File: config.mk
export PLATFORM = sky130hd
export DESIGN_NAME = ddr_game_timer
export DESIGN_NICKNAME = d
export VERILOG_FILES = /design/src/rtl/ddr_game_timer.sv
export SDC_FILE = /design/constraint.sdc
export NUM_CORES = 1
export LEC_CHECK = 0
export CORE_UTILIZATION = 35
export CTS_CLUSTER_DIAMETER = 50
export CTS_CLUSTER_SIZE = 40
export DETAILED_ROUTE_END_ITERATION = 16
export SYNTH_ARGS = -nofsm -noshare
export SYNTH_HDL_FRONTEND = slang
export SYNTH_SLANG_ARGS = --single-unit
File: constraint.sdc
create_clock -name clk -period 5.5 [get_ports clk]
set_input_delay 0.825 -clock clk [delete_from_list [all_inputs] [get_ports clk]]
set_output_delay 0.825 -clock clk [all_outputs]
set_load 0.02 [all_outputs]
File: src/rtl/ddr_game_timer.sv
// Purpose: game countdown kept as BCD M:SS, with an end-of-game warning window, display blink and a time_up pulse.
// Latency: digits/running/time_up change at the edge that samples the tick or start; warn follows one cycle later; blink one cycle after the enable.
// Backpressure: none. Seconds arriving while idle, paused or done are dropped, and a tick that coincides with start is discarded.
module ddr_game_timer #(
  parameter int GAME_SECONDS = 90,
  parameter int WARN_SECONDS = 10,
  parameter int BLINK_DIV    = 32
) (
  input  logic       clk,
  input  logic       rst_n,
  input  logic       start,
  input  logic       pause,
  input  logic       oneHz_CLK,
  input  logic       display_CLK,
  output logic [3:0] min_bcd,
  output logic [3:0] sec_tens,
  output logic [3:0] sec_ones,
  output logic       running,
  output logic       time_up,
  output logic       warn,
  output logic       blink
);

  typedef enum logic [1:0] {IDLE, RUN, PAUSED, DONE} state_t;

  localparam logic [3:0] RL_MIN  = 4'(GAME_SECONDS / 60);
  localparam logic [3:0] RL_TENS = 4'((GAME_SECONDS % 60) / 10);
  localparam logic [3:0] RL_ONES = 4'(GAME_SECONDS % 10);
  localparam logic [6:0] WARN_LIM = 7'(WARN_SECONDS);
  localparam int         BW = (BLINK_DIV > 1) ? $clog2(BLINK_DIV) : 1;
  localparam logic [BW-1:0] BLINK_LAST = BW'(BLINK_DIV - 1);

  state_t        state;
  logic          prev_1hz;
  logic          tick;
  logic          last_sec;
  logic          at_zero;
  logic [6:0]    sec_lo;
  logic [3:0]    dec_min;
  logic [3:0]    dec_tens;
  logic [3:0]    dec_ones;
  logic [BW-1:0] blink_cnt;
  logic          blink_qual;

  assign tick       = oneHz_CLK & ~prev_1hz;
  assign last_sec   = (min_bcd == 4'd0) && (sec_tens == 4'd0) && (sec_ones == 4'd1);
  assign at_zero    = (min_bcd == 4'd0) && (sec_tens == 4'd0) && (sec_ones == 4'd0);
  assign sec_lo     = 7'(sec_tens) * 7'd10 + 7'(sec_ones);
  assign blink_qual = warn || (state == DONE);

  // Previous 1 Hz level for rising-edge detection, sampled in every state.
  always_ff @(posedge clk or negedge rst_n) begin
    if (!rst_n) prev_1hz <= 1'b0;
    else        prev_1hz <= oneHz_CLK;
  end

  // One-second BCD borrow chain; never applied to 0:00 because the FSM leaves RUN first.
  always_comb begin
    dec_min  = min_bcd;
    dec_tens = sec_tens;
    dec_ones = sec_ones;
    if (sec_ones != 4'd0) begin
      dec_ones = sec_ones - 4'd1;
    end else begin
      dec_ones = 4'd9;
      if (sec_tens != 4'd0) begin
        dec_tens = sec_tens - 4'd1;
      end else begin
        dec_tens = 4'd5;
        dec_min  = min_bcd - 4'd1;
      end
    end
  end

  // Game FSM: owns the digits, running and the one-cycle time_up pulse.
  always_ff @(posedge clk or negedge rst_n) begin
    if (!rst_n) begin
      state    <= IDLE;
      min_bcd  <= RL_MIN;
      sec_tens <= RL_TENS;
      sec_ones <= RL_ONES;
      running  <= 1'b0;
      time_up  <= 1'b0;
    end else begin
      time_up <= 1'b0;
      if (start) begin
        // start wins in every state; a coincident tick is dropped
        state    <= RUN;
        min_bcd  <= RL_MIN;
        sec_tens <= RL_TENS;
        sec_ones <= RL_ONES;
        running  <= 1'b1;
      end else begin
        case (state)
          RUN: begin
            if (pause) begin
              state   <= PAUSED;
              running <= 1'b0;
            end else if (tick) begin
              min_bcd  <= dec_min;
              sec_tens <= dec_tens;
              sec_ones <= dec_ones;
              if (last_sec) begin
                state   <= DONE;
                running <= 1'b0;
                time_up <= 1'b1;
              end
            end
          end
          PAUSED: begin
            if (!pause) begin
              state   <= RUN;
              running <= 1'b1;
            end
          end
          default: ;  // IDLE and DONE wait for start
        endcase
      end
    end
  end

  // Warning window, computed from the registered digits so it trails them by a cycle.
  always_ff @(posedge clk or negedge rst_n) begin
    if (!rst_n) warn <= 1'b0;
    else        warn <= ((state == RUN) || (state == PAUSED)) && (min_bcd == 4'd0) &&
                        (sec_lo <= WARN_LIM) && !at_zero;
  end

  // Blink divider: counts display enables while warning or done, otherwise digits stay lit.
  always_ff @(posedge clk or negedge rst_n) begin
    if (!rst_n) begin
      blink_cnt <= '0;
      blink     <= 1'b1;
    end else if (!blink_qual) begin
      blink_cnt <= '0;
      blink     <= 1'b1;
    end else if (display_CLK) begin
      if (blink_cnt == BLINK_LAST) begin
        blink_cnt <= '0;
        blink     <= ~blink;
      end else begin
        blink_cnt <= blink_cnt + 1'b1;
      end
    end
  end

endmodule

## Word-level counts from Yosys, hierarchy flattened

Index checks and enable logic that the tools add are counted.

| cells by class | value |
|---|---|
| $lt $le $gt $ge | 1 |
| add/sub/neg operators | 5 |
| bitwise operators | 3 |
| multiply operators | 1 |
| multiplexer cells | 40 |
| reduce and logical (&&, ||, !) cells | 22 |
| equality and inequality tests | 13 |
| div/mod/pow operators | 0 |
| shift operators | 0 |

Operators by type and width:

| cell | number |
|---|---|
| 4-bit two-way mux | 17 |
| 5-bit two-way mux | 3 |
| 1-bit two-way mux | 13 |
| 4-bit zero test | 3 |
| 4-bit by 1-bit subtractor with 4-bit output (second input constant) | 3 |
| 2-bit two-way mux | 5 |
| 2-bit != test (second input constant) | 4 |
| 4-bit != test (second input constant) | 2 |
| 4-bit AND reduction | 2 |
| 4-bit nonzero test | 2 |
| 7-bit by 4-bit adder with 7-bit output | 1 |
| 7-bit by 4-bit <= comparator with 1-bit output (second input constant) | 1 |
| 1-bit logical AND | 6 |
| 4-bit by 3-bit multiplier with 6-bit output (second input constant) | 1 |
| 5-bit by 1-bit adder with 5-bit output (second input constant) | 1 |
| 5-bit == test (second input constant) | 1 |
| 5-bit AND reduction | 1 |
| 2-bit == test (second input constant) | 2 |
| 4-bit by 1-bit == test with 1-bit output (second input constant) | 1 |
| 2-bit one-hot mux with 2 select lines | 1 |
| 2-bit nonzero test | 2 |
| 3-bit != test (second input constant) | 1 |
| 3-bit AND reduction | 1 |
| 3-bit nonzero test | 1 |
| 8 further kinds | 10 |

| storage, ports and cells | value |
|---|---|
| bits in latches | 0 |
| word-level logic and storage cells | 95 |
| RAM bits | 0 |
| output and inout port bits | 16 |
| bits in read-only memories | 0 |
| flip-flop bits (word level) | 24 |
| memories kept | 0 |
| input port bits | 6 |

## Depth between registers and ports, before layout

| logic depth | value |
|---|---|
| word-level depth | 8 |
| mapped depth | 7 |
| mapped depth without buffers | 7 |

## Least setup slack after synthesis

Ideal clock, no wire load.

| path | value |
|---|---|
| path kind | flip-flop to flip-flop |
| start | reg sec_tens[1] |
| end | reg warn |
| buffers on the path | 0 |
| library setup time | 0.111 ns |
| arrival time | 2.316 ns |
| data required time | 5.389 ns |
| stages on the path, launching flop included | 7 |
| path slack | 3.072 ns |
| clock period less this slack | 2.428 ns |
| cell sequence | dfstp_2 ha_1 ha_1 inv_1 fa_1 or3_1 a2111oi_2 |

| on the way | value |
|---|---|
| word-level cells in the longest chain between the ends | 5 |
| elaborated cells between the ends (all ways) | 9 |
| those cells by class | 1 x add/sub; 1 x mul; 1 x order compare; 6 x reduce/logical |

RTL lines:

| element | line | source |
|---|---|---|
| start: declaration | 16 | `output logic [3:0] sec_tens,` |
| start signal: assignment | 101 | `sec_tens <= dec_tens;` |
| 4-bit by 3-bit multiplier with 6-bit output or 4-bit zero test (tied branches) | 48, 47 |  |
| 7-bit by 4-bit adder with 7-bit output or 1-bit logical AND (tied branches) | 48, 47 |  |
| 7-bit by 4-bit <= comparator with 1-bit output or 1-bit logical AND (tied branches) | 126, 47 |  |
| 1-bit logical AND or 1-bit zero test (tied branches) | 125, 126 |  |
| 1-bit logical AND * | 126 | `(sec_lo <= WARN_LIM) && !at_zero;` |
| end signal: assignment | 125 | `else warn <= ((state == RUN) \|\| (state == PAUSED)) && (min_bcd == 4'd0) &&` |
| end: declaration | 20 | `output logic warn,` |

Every way passes the cells marked *; elsewhere a longest branch is shown, timed or not.
A chain may end at the register's enable or synchronous reset.

## Worst setup path after layout

Ends and elaborated chain as after synthesis.

==> impl_results.md <==
* Synth Area in XOR/XNOR at 4.55%
* DIE WIDTH at 68.4 µm
* # fillers at 377
* CP Capture Type: flip-flop
* Area contributors post-synth: dfrtp_1, ha_1, dfstp_2
* Clock-pin slew on the worst setup and hold paths at 80 ps
* Cts bufs inserted at 3
* Drt drc at 0
* Hold depth at 1
* CP max-delay cell: dfstp_2
* WS Path Type: flip-flop to flip-flop
* Worst path cell trace: ha_1 > ha_1 > inv_1 > fa_1 > or3_1 > a2111oi_2
* Worst R2R Setup Slack at 3050 ps
* Max-Cap Viols at 0
* Dominant cell type by count on the critical path: ha_1
* Die area at 0.00467 mm²
* Sw Ratio at 27.8%
* Met3 GRT Util at 2.17%
* Synth Net Count at 174
* Pre-antenna DRT Iters at 4
* Vias in the first global route at 1,170
* Global route total overflow at 0
* Relative slew slack at 26.6%
* Register-to-Register Path Depth at 6
* Drt total wl at 3020 µm
* Switching power summed over all nets at 0.108 mW
* Logic pwr share at 19.2%
* Gate Count Post-Synth at 151
* Post-route ant nets at 0
* Peak supply drop at 0.127 mV
* DR WL/cell at 13.5 µm
* Max-slew violations at 0
* Reg area at 606 µm²
* Die height at 68.4 µm
* FP Rows at 23
* P_leak at 0.794 nW
* Sequential area share after synthesis at 39.3%
* Main combinational cell family by area after synthesis: simple AND/OR/NAND/NOR gates
* PwrDens at 209 mW/mm²
* Nets@finish at 198
* First-pass GRT wire length at 5190 µm
* WHS Endpoint: blink$_DFFE_PN1P_
* CP max FO at 9
* Final core occ at 45.2%
* HP Class: flip-flop to flip-flop
* Share of cells above drive strength 1 at 8.62%
* Tcrit/Tclk final at 44.6%
* DP HPWL at 2270 µm
* Area share of fa/ha/maj cells after synthesis at 14.8%
* Worst path required time at 5660 ps
* Yosys reg bits at 24
* Final hold violation count at 0
* Dominant cell type by area after synthesis: dfrtp_1
* Initial core utilization at 37.5%
* Clk pwr share at 31.2%
* Ys async rst share at 100%
* Mean Syn Cell Area at 10.2 µm²
* Mapped Area at 0.00154 mm²
* I/O pin total at 22
* Clock root cell: clkbuf_8
* Post-synth top cells: dfrtp_1, ha_1, nor2_1
* # setup viols final at 0
* Synth Warn # at 0
* Delay of the slowest critical-path stage at 660 ps
* Worst-margin pin slew at 1100 ps
* ANT cells at 0
* Peak Freq at 407 MHz
* Portion of netlist area occupied by mux cells at 2.03%
* GRT Overall Usage at 14.8%
* Crit path DAT at 2610 ps
* Compound-Gate Fraction of Synth Area at 11.8%
* CTS tree: yes
* IO Port Bufs at 21
* Status: complete, no violations
* Clock buffer depth at 2
* Clock period minus worst slack at 2450 ps
* Hold_buf cts at 0
* Critical Path Source Type: flip-flop
* R2r endpoint: warn$_DFF_PN0_
* RR Startpoint: sec_tens[1]$_DFFE_PN1P_
* Area growth from synthesis to layout at 20.7%
* Post-synth EDFFs at 0
* Vias per std cell at 5.26
* Initial DRC count at 21
* Power Internal at 0.281 mW
* Initial antenna violation count at 0
* Worst skew pair latency at 270 ps
* Post-CTS Setup Inserts at 0
* Core box area at 0.00412 mm²
* Ys flop type: dfrtp_1
* Clock net sink count at 24
* Final Skew at 5.71 ps
* Post-Synth Simple-Gate Area at 24.4%
* Global Route met1 Usage at 19.1%
* Met2 GRT Util at 26.0%
* Hold_sp: warn$_DFF_PN0_
* Final WS setup at 3050 ps
* Largest net degree at the start of global routing at 25
* Via Count at 1,178
* Flop pwr share at 49.7%
* Area of the multi-input gates at 886 µm²
* Synth cell types at 43
* RSZ-0062 raised after global routing: no
* Post-CTS Resized at 0
* Share of the synthesized area in the top cell type at 32.5%
* Dpl ws at 3030 ps
* H-tree levels at 1
* WHS at 449 ps
* Busiest grt layer: met2
* Power Total at 0.390 mW
* Total negative setup slack at 0 ps
* Most numerous cell in the Yosys netlist: dfrtp_1
* Placer Congestion at 0.751
[sequential cells by signal, indices dropped and copies added, names as in the netlist]
name	cells
blink_cnt	5
warn	1
state	2
running	1
sec_ones	4
time_up	1
prev_1hz	1
min_bcd	4
sec_tens	4
blink	1
[kinds of logic (layout without fill, tap and decap cells)]
kind of cell	Yosys count	in the layout
buffers and inverters	13	36
xor gates and xnor gates	8	8
AOI/OAI and AO/OA	26	26
adders and majority gates	17	17
DFF	24	24
and+or+nand+nor	60	60
muxes	3	3
[cells in the final DEF (no fill, tap or decap), types with 2 or more instances in the layout]
cell	n
a211o_1	2
a211oi_1	2
a21o_1	4
a21oi_1	8
a311oi_1	2
and3_1	2
clkbuf_8	4
clkdlybuf4s50_1	21
dfrtp_1	20
dfstp_2	4
fa_1	2
ha_1	15
inv_1	11
mux2i_1	2
nand2_1	10
nand2b_1	4
nand3_1	4
nand3b_1	4
nand4_1	3
nor2_1	15
nor3_1	4
nor3b_1	2
o21ai_1	3
xnor2_1	4
xor2_1	4
[through the flow]
stage | area (µm²) | instances
CTS | 1860 | 224
floorplan | 1540 | 151
global placement | 1810 | 220
detailed placement | 1810 | 220
finish | 1860 | 224
global route | 1860 | 224
[worst max-delay path by stage]
stage	start	end	slack, ps	cells after the start
after detailed placement	pause	sec_tens[1]$_DFFE_PN1P_	3030	5
after global routing	sec_tens[1]$_DFFE_PN1P_	warn$_DFF_PN0_	2880	6
after global placement	pause	min_bcd[1]$_DFFE_PN0P_	3100	5
after CTS	sec_tens[1]$_DFFE_PN1P_	warn$_DFF_PN0_	3030	6
final	sec_tens[1]$_DFFE_PN1P_	warn$_DFF_PN0_	3050	6
after floorplan	sec_tens[1]$_DFFE_PN1P_	warn$_DFF_PN0_	3070	6
[critical path, delay by kind of cell, from the launching register on]
family / cells / cell delay [ps]
buffers and inverters: 1 / 60
adders and majority gates: 3 / 870
DFF: 1 / 660
AOI/OAI and AO/OA: 1 / 350
and+or+nand+nor: 1 / 390
[cell type report]
| type | instances | share of cell area [%] |
|---|---|---|
| Tap cell | 50 | 3.36 |
| Multi-Input combinational cell | 114 | 47.6 |
| Inverter | 11 | 2.22 |
| Sequential cell | 24 | 32.5 |
| Clock buffer | 4 | 2.96 |
| Timing Repair Buffer | 21 | 11.3 |
[metal layers]
layer	wire, µm	up-vias	share of wire (%)
li1	-	581	-
met1	1430	574	47
met2	1500	19	50
met3	76	4	2.5
met4	17	0	0.56
met5	0	-	0
[power by group through the flow]
| stage | Clock, mW | Combinational, mW | Sequential [mW] |
|---|---|---|---|
| 3_5_place_dp | 0 | 0.0748 | 0.197 |
| 6_report | 0.121 | 0.0746 | 0.194 |
| 3_3_place_gp | 0 | 0.0739 | 0.197 |
| 2_1_floorplan | 0 | 0.0471 | 0.199 |
| 4_1_cts | 0.124 | 0.0753 | 0.194 |
| 5_1_grt | 0.134 | 0.0829 | 0.195 |
(Power assumes the default switching activity.)
